--- src/rtl/lc3_dump_pkg.sv ---
// ---------------------------------------------------------------------------
// lc3_dump_pkg
//   Shared definitions for the register-file hex dumper.
//   - dump_state_t : controller states (IDLE, FETCH, SEND, DONE)
//   - NUM_REGS, DIGITS_PER_WORD : dump geometry (8 registers x 4 hex digits)
//   - hex_digit()  : picks one nibble of a 16-bit word, position 0 = MSB nibble
// ---------------------------------------------------------------------------
package lc3_dump_pkg;

   typedef enum logic [1:0] {
      IDLE  = 2'd0,
      FETCH = 2'd1,
      SEND  = 2'd2,
      DONE  = 2'd3
   } dump_state_t;

   localparam int NUM_REGS        = 8;
   localparam int DIGITS_PER_WORD = 4;

   localparam logic [2:0] LAST_REG   = 3'(NUM_REGS - 1);
   localparam logic [1:0] LAST_DIGIT = 2'(DIGITS_PER_WORD - 1);

   // Position 0 is bits 15:12, position 3 is bits 3:0. For a 2-bit position,
   // ~pos equals (3 - pos), so the word is shifted right by 4*(3 - pos).
   function automatic logic [3:0] hex_digit(input logic [15:0] word,
                                            input logic [1:0]  pos);
      logic [15:0] shifted;
      shifted = word >> {~pos, 2'b00};
      return shifted[3:0];
   endfunction

endpackage

--- src/rtl/regfile_dump.sv ---
// ---------------------------------------------------------------------------
// regfile_dump
//   Walks registers R0..R7 of an LC-3 style register file and streams each
//   one out as four hex digits (MSB nibble first) over a valid/ready port.
//   Each register is read once into a snapshot, so later changes to the
//   register file do not disturb the digits of a register already fetched.
//
// Ports
//   Clk        in   system clock, all state changes on posedge
//   Reset      in   synchronous active-high reset
//   Start      in   single-cycle request to begin a dump (ignored while Busy)
//   RegSel     out  [2:0]  register index to the register-file read port
//   RegData    in   [15:0] combinational read data for RegSel
//   OutValid   out  an item is presented on OutNibble/OutReg/OutDigit/OutLast
//   OutReady   in   consumer accepts the item this cycle
//   OutNibble  out  [3:0]  current hex digit
//   OutReg     out  [2:0]  register the digit belongs to
//   OutDigit   out  [1:0]  digit position (0 = bits 15:12)
//   OutLast    out  final digit of the dump (R7, digit 3)
//   Busy       out  controller is not idle
//   Done       out  one-cycle pulse after the final digit is accepted
// ---------------------------------------------------------------------------
module regfile_dump
   import lc3_dump_pkg::*;
(
   input  logic        Clk,
   input  logic        Reset,
   input  logic        Start,
   output logic [2:0]  RegSel,
   input  logic [15:0] RegData,
   output logic        OutValid,
   input  logic        OutReady,
   output logic [3:0]  OutNibble,
   output logic [2:0]  OutReg,
   output logic [1:0]  OutDigit,
   output logic        OutLast,
   output logic        Busy,
   output logic        Done
);

   dump_state_t state_reg,     state_next;
   logic [2:0]  reg_cnt_reg,   reg_cnt_next;
   logic [1:0]  digit_cnt_reg, digit_cnt_next;
   logic [15:0] snapshot_reg,  snapshot_next;

   always_ff @(posedge Clk) begin
      if (Reset) begin
         state_reg     <= IDLE;
         reg_cnt_reg   <= '0;
         digit_cnt_reg <= '0;
         snapshot_reg  <= '0;
      end else begin
         state_reg     <= state_next;
         reg_cnt_reg   <= reg_cnt_next;
         digit_cnt_reg <= digit_cnt_next;
         snapshot_reg  <= snapshot_next;
      end
   end

   always_comb begin
      state_next     = state_reg;
      reg_cnt_next   = reg_cnt_reg;
      digit_cnt_next = digit_cnt_reg;
      snapshot_next  = snapshot_reg;

      case (state_reg)
         IDLE: begin
            if (Start) begin
               reg_cnt_next = '0;
               state_next   = FETCH;
            end
         end

         FETCH: begin
            snapshot_next  = RegData;
            digit_cnt_next = '0;
            state_next     = SEND;
         end

         SEND: begin
            if (OutReady) begin
               if (digit_cnt_reg != LAST_DIGIT) begin
                  digit_cnt_next = digit_cnt_reg + 2'd1;
               end else if (reg_cnt_reg != LAST_REG) begin
                  reg_cnt_next = reg_cnt_reg + 3'd1;
                  state_next   = FETCH;
               end else begin
                  // Counter stays at R7 so OutReg/RegSel do not wrap to R0
                  // during the DONE cycle.
                  state_next = DONE;
               end
            end
         end

         DONE: begin
            state_next = IDLE;
         end

         default: begin
            state_next = IDLE;
         end
      endcase
   end

   // All outputs decode registered state only; OutReady never reaches them
   // combinationally, so they hold still across a stall by construction.
   assign RegSel    = reg_cnt_reg;
   assign OutReg    = reg_cnt_reg;
   assign OutDigit  = digit_cnt_reg;
   assign OutNibble = hex_digit(snapshot_reg, digit_cnt_reg);
   assign OutValid  = (state_reg == SEND);
   assign OutLast   = (state_reg == SEND) && (reg_cnt_reg == LAST_REG) &&
                      (digit_cnt_reg == LAST_DIGIT);
   assign Busy      = (state_reg != IDLE);
   assign Done      = (state_reg == DONE);

endmodule
--- config.mk ---
export PLATFORM = sky130hd
export DESIGN_NAME = regfile_dump
export DESIGN_NICKNAME = d
export VERILOG_FILES = /design/src/rtl/lc3_dump_pkg.sv /design/src/rtl/regfile_dump.sv
export SDC_FILE = /design/constraint.sdc
export NUM_CORES = 1
export LEC_CHECK = 0
export CAP_MARGIN = 10
export CELL_PAD_IN_SITES_DETAIL_PLACEMENT = 1
export CELL_PAD_IN_SITES_GLOBAL_PLACEMENT = 2
export CORE_MARGIN = 1
export CORE_UTILIZATION = 27
export CTS_CLUSTER_DIAMETER = 30
export DETAILED_ROUTE_END_ITERATION = 12
export PLACE_DENSITY = 0.78
export SYNTH_ARGS = -nofsm -noshare
export SYNTH_HDL_FRONTEND = slang
export SYNTH_SLANG_ARGS = --single-unit
--- constraint.sdc ---
create_clock -name Clk -period 3.5 [get_ports Clk]
set_clock_uncertainty 0.15 [all_clocks]
set_input_delay 0.35 -clock Clk [delete_from_list [all_inputs] [get_ports Clk]]
set_output_delay 0.35 -clock Clk [all_outputs]
set_load 0.05 [all_outputs]
==> results of run 1 <==
cell usage after synthesis:
cell type	instances	area share, %
buf_6	1	1.0
a2bb2oi_1	1	0.79
nor2_1	2	0.68
buf_2	3	1.4
a211oi_1	1	0.68
o2bb2ai_1	2	1.6
nand2b_4	1	1.2
a21oi_1	19	8.6
o21ai_0	2	0.91
and2_1	1	0.57
ha_1	3	3.4
or3_1	1	0.57
buf_4	6	4.1
nor3_1	1	0.45
o32ai_1	2	1.6
nor4bb_1	1	0.91
nand4b_1	1	0.79
or2_2	1	0.57
inv_1	2	0.68
nor2b_1	1	0.57
mux4_2	4	8.2
a31oi_1	1	0.57
nand3b_1	1	0.68
nand3_1	2	0.91
and3_1	1	0.57
nand2_1	33	11
dfxtp_1	23	42
nand2b_1	7	4.0
clkbuf_1	3	1.0
where the power goes:
group	switching [mW]	internal, mW	leakage (nW)	total [mW]
clock network	0.0856	0.0794	0.0255	0.165
registers	0.0123	0.273	0.187	0.285
logic	0.0497	0.0461	0.306	0.0958
how the worst max path moves through the flow:
stage	cells after the start	slack (ns)	endpoint
final	3	0.84	OutLast
after global routing	3	0.71	OutLast
after CTS	3	0.82	OutLast
after detailed placement	3	1.12	OutLast
after global placement	3	1.16	OutLast
after floorplan	2	1.42	OutNibble[0]
per-layer routing:
| metal | GRT usage, % | up-vias | part of all wire [%] |
|---|---|---|---|
| met1 | 16.9 | 453 | 47 |
| li1 | - | 483 | - |
| met2 | 23.0 | 17 | 48 |
| met4 | 4.89 | 0 | 1.4 |
| met5 | 0 | - | 0 |
| met3 | 2.59 | 2 | 3.6 |
worst max-delay path, stage by stage (launching register included):
cell	delay, ns
dfxtp_1	0.58
ha_1	0.33
and3_1	0.19
clkdlybuf4s50_1	0.80
area by class of cell:
class	instances	area, µm²	share of cell area (%)
Clock inverter	1	5.00	0.336
Timing Repair Buffer	36	362	24.3
Multi-Input combinational cell	89	552	37.1
Clock buffer	3	41.3	2.78
Inverter	2	7.51	0.505
Sequential cell	23	460	31.0
Tap cell	48	60.1	4.04
cells by family after synthesis:
kind of cell	count (synthesis)	share of synthesized area [%]
AO/OA/AOI/OAI	28	14.8
flip-flops	23	41.8
multiplexers	4	8.17
buffers and inverters	15	8.17
AND/OR/NAND/NOR	54	23.7
adder cells (fa/ha/maj)	3	3.41
through the flow:
| stage | power [mW] | cells | instance area [µm²] | utilization [%] |
|---|---|---|---|---|
| 3_3_place_gp | 0.384 | 197 | 1430 | 37.6 |
| 3_5_place_dp | 0.386 | 197 | 1430 | 37.6 |
| 2_1_floorplan | 0.349 | 127 | 1100 | - |
| 4_1_cts | 0.549 | 201 | 1480 | 38.9 |
| 5_1_grt | 0.574 | 202 | 1490 | 39.2 |
| 6_report | 0.546 | 202 | 1490 | 39.2 |
==> results.json, run 1 <==
{
  "outcome": "completed",
  "post-cts-setup-buffer-count": 0,
  "final_cell_mix": "35 x clkdlybuf4s50_1, 33 x nand2_1, 23 x dfxtp_1, 19 x a21oi_1, 7 x nand2b_1",
  "ys_seq_area_share_pct": 41.8,
  "synth.avg_cell_area_um2": 8.68,
  "grt_pass1_wl_um": 4460,
  "fin_crit_sh_pct": 76.0,
  "netlist-cell-type-count": 29,
  "r2r_slack_ns": 1.68,
  "vias": 955,
  "cp-end-kind": "output port",
  "syn-num-nets": 150,
  "dp_slack_ns": 1.12,
  "relSlewSlack_pct": 38.9,
  "min_from": "snapshot_reg[9]",
  "drv_slew": 0,
  "grt_overflow_total": 0,
  "synthCells": 127,
  "vias_per_cell": 4.73,
  "die_h_um": 65.9,
  "final_hold_viol_count": 0,
  "worst_slack_ns": 0.839,
  "antenna_found_initial": 0,
  "worstHoldPathCells": 2,
  "fillers": 447,
  "io_pins": 36,
  "cts_sinks": 23,
  "fin_tns_setup_ns": 0,
  "r2r-end": "OutReg[0]",
  "synth_seq_cells": 23,
  "final_common_cell": "clkdlybuf4s50_1",
  "worstPathRequired_ns": 3.00,
  "port_buffers": 35,
  "worstPathMaxFanout": 9,
  "holdWs_ns": 0.305,
  "holdPathEnd": "snapshot_reg[9]",
  "layout-drive-gt1-share_pct": 7.14,
  "crit_arrival_ns": 2.16,
  "fmax_mhz": 376,
  "cts_resized": 0,
  "grt_pass1_vias": 972,
  "largest_reg_flops": 16,
  "dieArea_um2": 4340,
  "clockBufferDepth": 2,
  "r2r-start": "OutDigit[0]",
  "routed_wl_um": 2790,
  "root_buffer": "clkbuf_8",
  "place_congestion": 0.737,
  "synth_area_um2": 1100,
  "drtPass1Iterations": 4,
  "p_leak_nw": 0.518,
  "ant_nets": 0,
  "start_kind": "register",
  "synth_warnings": 0,
  "start_util_pct": 29.0,
  "clk_pin_slew_ns": 0.08,
  "hold_class": "register to register",
  "rows": 22,
  "rsz0062_at_grt": "false",
  "cts_hold_buf": 0,
  "max_cap_viol_count": 0,
  "cts_tree": "built",
  "core_area_um2": 3800,
  "numCtsBuffers": 3,
  "dp_hpwl_um": 2030,
  "layout.nets": 178,
  "min_period_ns": 2.66,
  "grt_max_degree": 27,
  "ff2ff_path_depth": 4,
  "drtIter0Drc": 38,
  "n_antenna_cell": 0,
  "htree_num_levels": 1,
  "grt_usage_pct": 13.6,
  "setup_viol": 0,
  "die_w_um": 65.9,
  "cellPowerDensity_nw_per_um2": 367,
  "route.detailed.drc": 0,
  "wire_per_inst_um": 13.8,
  "peakVddDrop_mv": 0.228,
  "insertion_delay_ns": 0.26,
  "crit_type": "register to output port",
  "synthToLayoutAreaGrowth_pct": 35.0,
  "worst_slew_pin_slew_ns": 0.914,
  "critPathLaunch": "OutDigit[0]"
}
(Power assumes the default switching activity.)
==> run 2: changes to the inputs <==
--- a/config.mk
+++ b/config.mk
@@ -9,10 +9,10 @@
 export CELL_PAD_IN_SITES_DETAIL_PLACEMENT = 1
 export CELL_PAD_IN_SITES_GLOBAL_PLACEMENT = 2
 export CORE_MARGIN = 1
-export CORE_UTILIZATION = 27
+export CORE_UTILIZATION = 23
 export CTS_CLUSTER_DIAMETER = 30
 export DETAILED_ROUTE_END_ITERATION = 12
-export PLACE_DENSITY = 0.78
+export PLACE_DENSITY = 0.71
 export SYNTH_ARGS = -nofsm -noshare
 export SYNTH_HDL_FRONTEND = slang
 export SYNTH_SLANG_ARGS = --single-unit
==> constraint.sdc (replaced) <==
create_clock -name Clk -period 2.1 [get_ports Clk]
set_clock_uncertainty 0.15 [all_clocks]
set_input_delay 0.21 -clock Clk [delete_from_list [all_inputs] [get_ports Clk]]
set_output_delay 0.21 -clock Clk [all_outputs]
set_load 0.05 [all_outputs]
==> run 2 against run 1 <==
The run now ends with design-rule violations left. Sequential share of layout area fell by 0.41 points. Sequential cell count did not move. Routed wire length rose by 1.9%. Sequential power rose by 66%. Final area rose by 1.3%. Non-clock buffer count rose by 4. Combinational power rose by 68%. Via count rose by 4.9%. Critical endpoint is now OutNibble[0]. Highest routed layer is now met3.
==> results.json, run 2 (same netlist as run 1, synthesis figures left out) <==
{
  "outcome": "complete, but fails checks",
  "violations": "design-rule violations",
  "drv_slew": 0,
  "antenna_found_initial": 0,
  "peakVddDrop_mv": 0.212,
  "final_common_cell": "nand2_1",
  "start_util_pct": 24.6,
  "clk_pin_slew_ns": 0.08,
  "worstPathRequired_ns": 1.74,
  "p_leak_nw": 0.554,
  "root_buffer": "clkbuf_8",
  "cts_sinks": 23,
  "grt_pass1_wl_um": 4660,
  "grt_pass1_vias": 1019,
  "numCtsBuffers": 3,
  "power_frac_comb_pct": 17.9,
  "switching_share_pct": 25.9,
  "crit_arrival_ns": 1.61,
  "layout-drive-gt1-share_pct": 14.6,
  "clockBufferDepth": 2,
  "core_area_um2": 4470,
  "ant_nets": 0,
  "worstPathMaxFanout": 9,
  "fin_crit_sh_pct": 93.6,
  "htree_num_levels": 1,
  "n_antenna_cell": 0,
  "crit_type": "register to output port",
  "cts_hold_buf": 0,
  "dp_hpwl_um": 2190,
  "cts_tree": "built",
  "largest_reg_flops": 16,
  "clockPowerShare_pct": 29.4,
  "post-cts-setup-buffer-count": 0,
  "p_int_uw": 666,
  "io_pins": 36,
  "rsz0062_at_grt": "false",
  "hold_class": "register to register",
  "vias": 1002,
  "synthToLayoutAreaGrowth_pct": 36.8,
  "worstHoldPathCells": 2,
  "drtPass1Iterations": 7,
  "die_h_um": 71.2,
  "total_power_uw": 900,
  "fin_tns_setup_ns": 0,
  "min_period_ns": 1.97,
  "route.detailed.drc": 6,
  "dieArea_um2": 5070,
  "place_congestion": 0.799,
  "cp-end-kind": "output port",
  "r2r_slack_ns": 0.28,
  "switching_power_uw": 234,
  "die_w_um": 71.2,
  "final_cell_mix": "33 x nand2_1, 26 x clkdlybuf4s50_1, 23 x dfxtp_1, 19 x a21oi_1, 13 x buf_4",
  "grt_overflow_total": 0,
  "max_cap_viol_count": 0,
  "placed_area_um2": 1460,
  "design_area_um2": 1510,
  "insertion_delay_ns": 0.25,
  "grt_max_degree": 17,
  "relSlewSlack_pct": 66.8,
  "grt_usage_pct": 11.6,
  "cellPowerDensity_nw_per_um2": 597,
  "layout.nets": 182,
  "fmax_mhz": 508,
  "fillers": 534,
  "final_hold_viol_count": 0,
  "start_kind": "register",
  "setup_viol": 0,
  "worst_slew_pin_slew_ns": 0.497,
  "port_buffers": 35,
  "drtIter0Drc": 61,
  "routed_wl_um": 2840,
  "wire_per_inst_um": 13.5,
  "ff2ff_path_depth": 4,
  "rows": 24,
  "vias_per_cell": 4.77,
  "cts_resized": 0,
  "holdWs_ns": 0.305,
  "seq_power_share_pct": 52.7
}
[run 2: worst max-delay path, stage by stage, from the launching register on]
cell,delay [ns]
dfxtp_1,0.58
mux4_2,0.56
buf_4,0.20
[run 2: layer usage]
metal / vias to the layer above / GRT usage [%] / routed length (µm)
met5: - / 0 / 0
met4: 0 / 2.67 / 0
met3: 0 / 3.23 / 184
met2: 28 / 19.6 / 1330
met1: 478 / 14.8 / 1320
li1: 496 / - / -
[run 2: worst paths after layout]
check,end,startpoint
hold / removal,snapshot_reg[8],snapshot_reg[8]
hold reg to reg,snapshot_reg[8],snapshot_reg[8]
setup reg to reg,OutReg[0],OutDigit[0]
setup / recovery,OutNibble[0],OutDigit[0]
[run 2: power groups by stage]
stage               Clock [mW]  Combinational, mW  Sequential (mW)
floorplan                    0              0.105            0.476
global placement             0              0.160            0.485
detailed placement           0              0.163            0.486
CTS                      0.279              0.164            0.475
global route             0.302              0.174            0.478
finish                   0.265              0.161            0.474
[run 2: layout make-up]
type,instances,area (µm²),area share (%)
clock buffer,4,45.0,2.99
inverter,2,7.51,0.498
tap,52,65.1,4.32
sequential,23,460,30.5
timing repair buffer,40,378,25.1
multi-input combinational,89,552,36.6
[run 2: stage by stage]
step	worst slack [ns]	std cells	util, %
2_1_floorplan	0.156	127	-
3_3_place_gp	0.404	206	32.7
3_5_place_dp	0.301	206	32.7
4_1_cts	0.100	210	33.7
5_1_grt	0.0506	210	33.7
6_report	0.133	210	33.7
==> run 3: changes to the inputs <==
--- a/config.mk
+++ b/config.mk
@@ -9,10 +9,11 @@
 export CELL_PAD_IN_SITES_DETAIL_PLACEMENT = 1
 export CELL_PAD_IN_SITES_GLOBAL_PLACEMENT = 2
 export CORE_MARGIN = 1
-export CORE_UTILIZATION = 23
+export CORE_UTILIZATION = 24
+export CTS_BUF_LIST = sky130_fd_sc_hd__clkbuf_8
 export CTS_CLUSTER_DIAMETER = 30
 export DETAILED_ROUTE_END_ITERATION = 12
-export PLACE_DENSITY = 0.71
+export PLACE_DENSITY = 0.74
 export SYNTH_ARGS = -nofsm -noshare
 export SYNTH_HDL_FRONTEND = slang
 export SYNTH_SLANG_ARGS = --single-unit
==> run 3 against run 2 <==
The flow now finishes without violations. Fmax about the same. Via count increased by 1.8%. Utilization rose by 0.52 points. Total power is 0.38% lower. Final cell count shrank 0.48%. Global-route usage grew 0.78 points. Routed wire length is 2.5% higher. Non-clock buffer count fell by 1. Final area decreased by 0.50%. Worst setup slack about the same.
==> results.json, run 3 (same netlist as run 1, synthesis figures left out) <==
{
  "outcome": "completed",
  "largest_reg_flops": 16,
  "peakVddDrop_mv": 0.217,
  "place_congestion": 0.824,
  "total_power_uw": 897,
  "cp-end-kind": "output port",
  "cts_hold_buf": 0,
  "ff2ff_path_depth": 4,
  "cp_cell_sequence": "mux4_2, buf_4",
  "drv_slew": 0,
  "clockBufferDepth": 2,
  "r2r-end": "OutReg[0]",
  "numCtsBuffers": 3,
  "max_cap_viol_count": 0,
  "grt_overflow_total": 0,
  "crit_family": "flip-flops",
  "start_kind": "register",
  "vias": 1020,
  "p_leak_nw": 0.553,
  "critical-path-slowest-cell": "dfxtp_1",
  "path_buf_inv": 1,
  "n_antenna_cell": 0,
  "post-cts-setup-buffer-count": 0,
  "final_hold_viol_count": 0,
  "drtIter0Drc": 42,
  "cts_resized": 0,
  "route.detailed.drc": 0,
  "placed_area_um2": 1460,
  "grt_pass1_vias": 1048,
  "wire_per_inst_um": 13.9,
  "routed_wl_um": 2910,
  "fin_crit_sh_pct": 93.7,
  "dp_hpwl_um": 2210,
  "fin_tns_setup_ns": 0,
  "grt_usage_pct": 12.4,
  "layout-drive-gt1-share_pct": 14.0,
  "min_period_ns": 1.97,
  "final_common_cell": "nand2_1",
  "start_util_pct": 25.1,
  "grt_max_degree": 17,
  "relSlewSlack_pct": 65.3,
  "crit_type": "register to output port",
  "cts_tree": "built",
  "worstPathMaxFanout": 9,
  "antenna_found_initial": 0,
  "place_inst": 205,
  "worstPathRequired_ns": 1.74,
  "synthToLayoutAreaGrowth_pct": 36.1,
  "final_cell_mix": "33 x nand2_1, 26 x clkdlybuf4s50_1, 23 x dfxtp_1, 19 x a21oi_1, 12 x buf_4",
  "final_util_pct": 34.2,
  "min_from": "snapshot_reg[13]",
  "r2r-start": "OutDigit[0]",
  "dieArea_um2": 4870,
  "holdPathEnd": "snapshot_reg[13]",
  "cellPowerDensity_nw_per_um2": 598,
  "cts_sinks": 23,
  "worstHoldPathCells": 2,
  "io_pins": 36,
  "port_buffers": 35,
  "grt_pass1_wl_um": 4870,
  "r2r_slack_ns": 0.25,
  "vias_per_cell": 4.88,
  "crit_path_max_incr_delay_ns": 0.58,
  "htree_num_levels": 1,
  "die_h_um": 69.8,
  "die_w_um": 69.8,
  "design_area_um2": 1500,
  "fmax_mhz": 508,
  "worst_slew_pin_slew_ns": 0.518,
  "layout.nets": 181,
  "ant_nets": 0,
  "drtPass1Iterations": 4,
  "layoutNonFillerInstCount": 209,
  "insertion_delay_ns": 0.25,
  "rows": 24,
  "crit_arrival_ns": 1.61,
  "core_area_um2": 4380,
  "root_buffer": "clkbuf_8",
  "rsz0062_at_grt": "false",
  "hold_class": "register to register",
  "clk_pin_slew_ns": 0.08,
  "setup_viol": 0
}
==> run 3: cell count changes in the layout (fill, tap and decap cells not counted), sizes merged <==
| cell | delta |
|---|---|
| buf | -1 |
| clkbuf | -1 |
| inv | +1 |
==> run 3: worst max-delay path by stage <==
stage / start / depth (start not counted) / to / slack (ns)
detailed placement: OutDigit[0] / 4 / OutReg[0] / 0.27
finish: OutDigit[0] / 2 / OutNibble[0] / 0.13
CTS: OutDigit[0] / 2 / OutNibble[0] / 0.10
global route: OutDigit[0] / 3 / OutLast / 0.02
floorplan: OutDigit[0] / 2 / OutNibble[0] / 0.16
global placement: OutDigit[0] / 4 / OutReg[0] / 0.38
==> run 3: worst register-to-register path, cell delays in order (launching register included) <==
cell,delay (ns)
dfxtp_1,0.58
ha_1,0.32
nand3b_1,0.18
or3_1,0.36
a31oi_1,0.18
==> run 3: where the power goes <==
group / internal, mW / switching [mW]
combinational: 0.0758 / 0.0838
sequential: 0.455 / 0.0199
clock: 0.130 / 0.132
total: 0.661 / 0.236
==> run 3: cell type report <==
| class | count | area, µm² |
|---|---|---|
| sequential | 23 | 460 |
| clock inverter | 1 | 3.75 |
| clock buffer | 3 | 41.3 |
| multi-input combinational | 89 | 552 |
| inverter | 2 | 7.51 |
| tap | 52 | 65.1 |
| timing repair buffer | 39 | 370 |
| fill | 522 | 2880 |
==> run 3: routing by layer <==
metal	GRT usage, %	vias up	wire (µm)
met5	0	-	0
met4	3.33	0	11
met3	2.47	2	210
met2	21.3	34	1380
met1	15.7	493	1310
li1	-	491	-
==> run 3: stage by stage <==
step | setup WS (ns) | hold WS [ns]
global placement | 0.384 | 0.290
finish | 0.133 | 0.310
global route | 0.0168 | 0.337
detailed placement | 0.275 | 0.306
floorplan | 0.156 | 0.196
CTS | 0.104 | 0.318
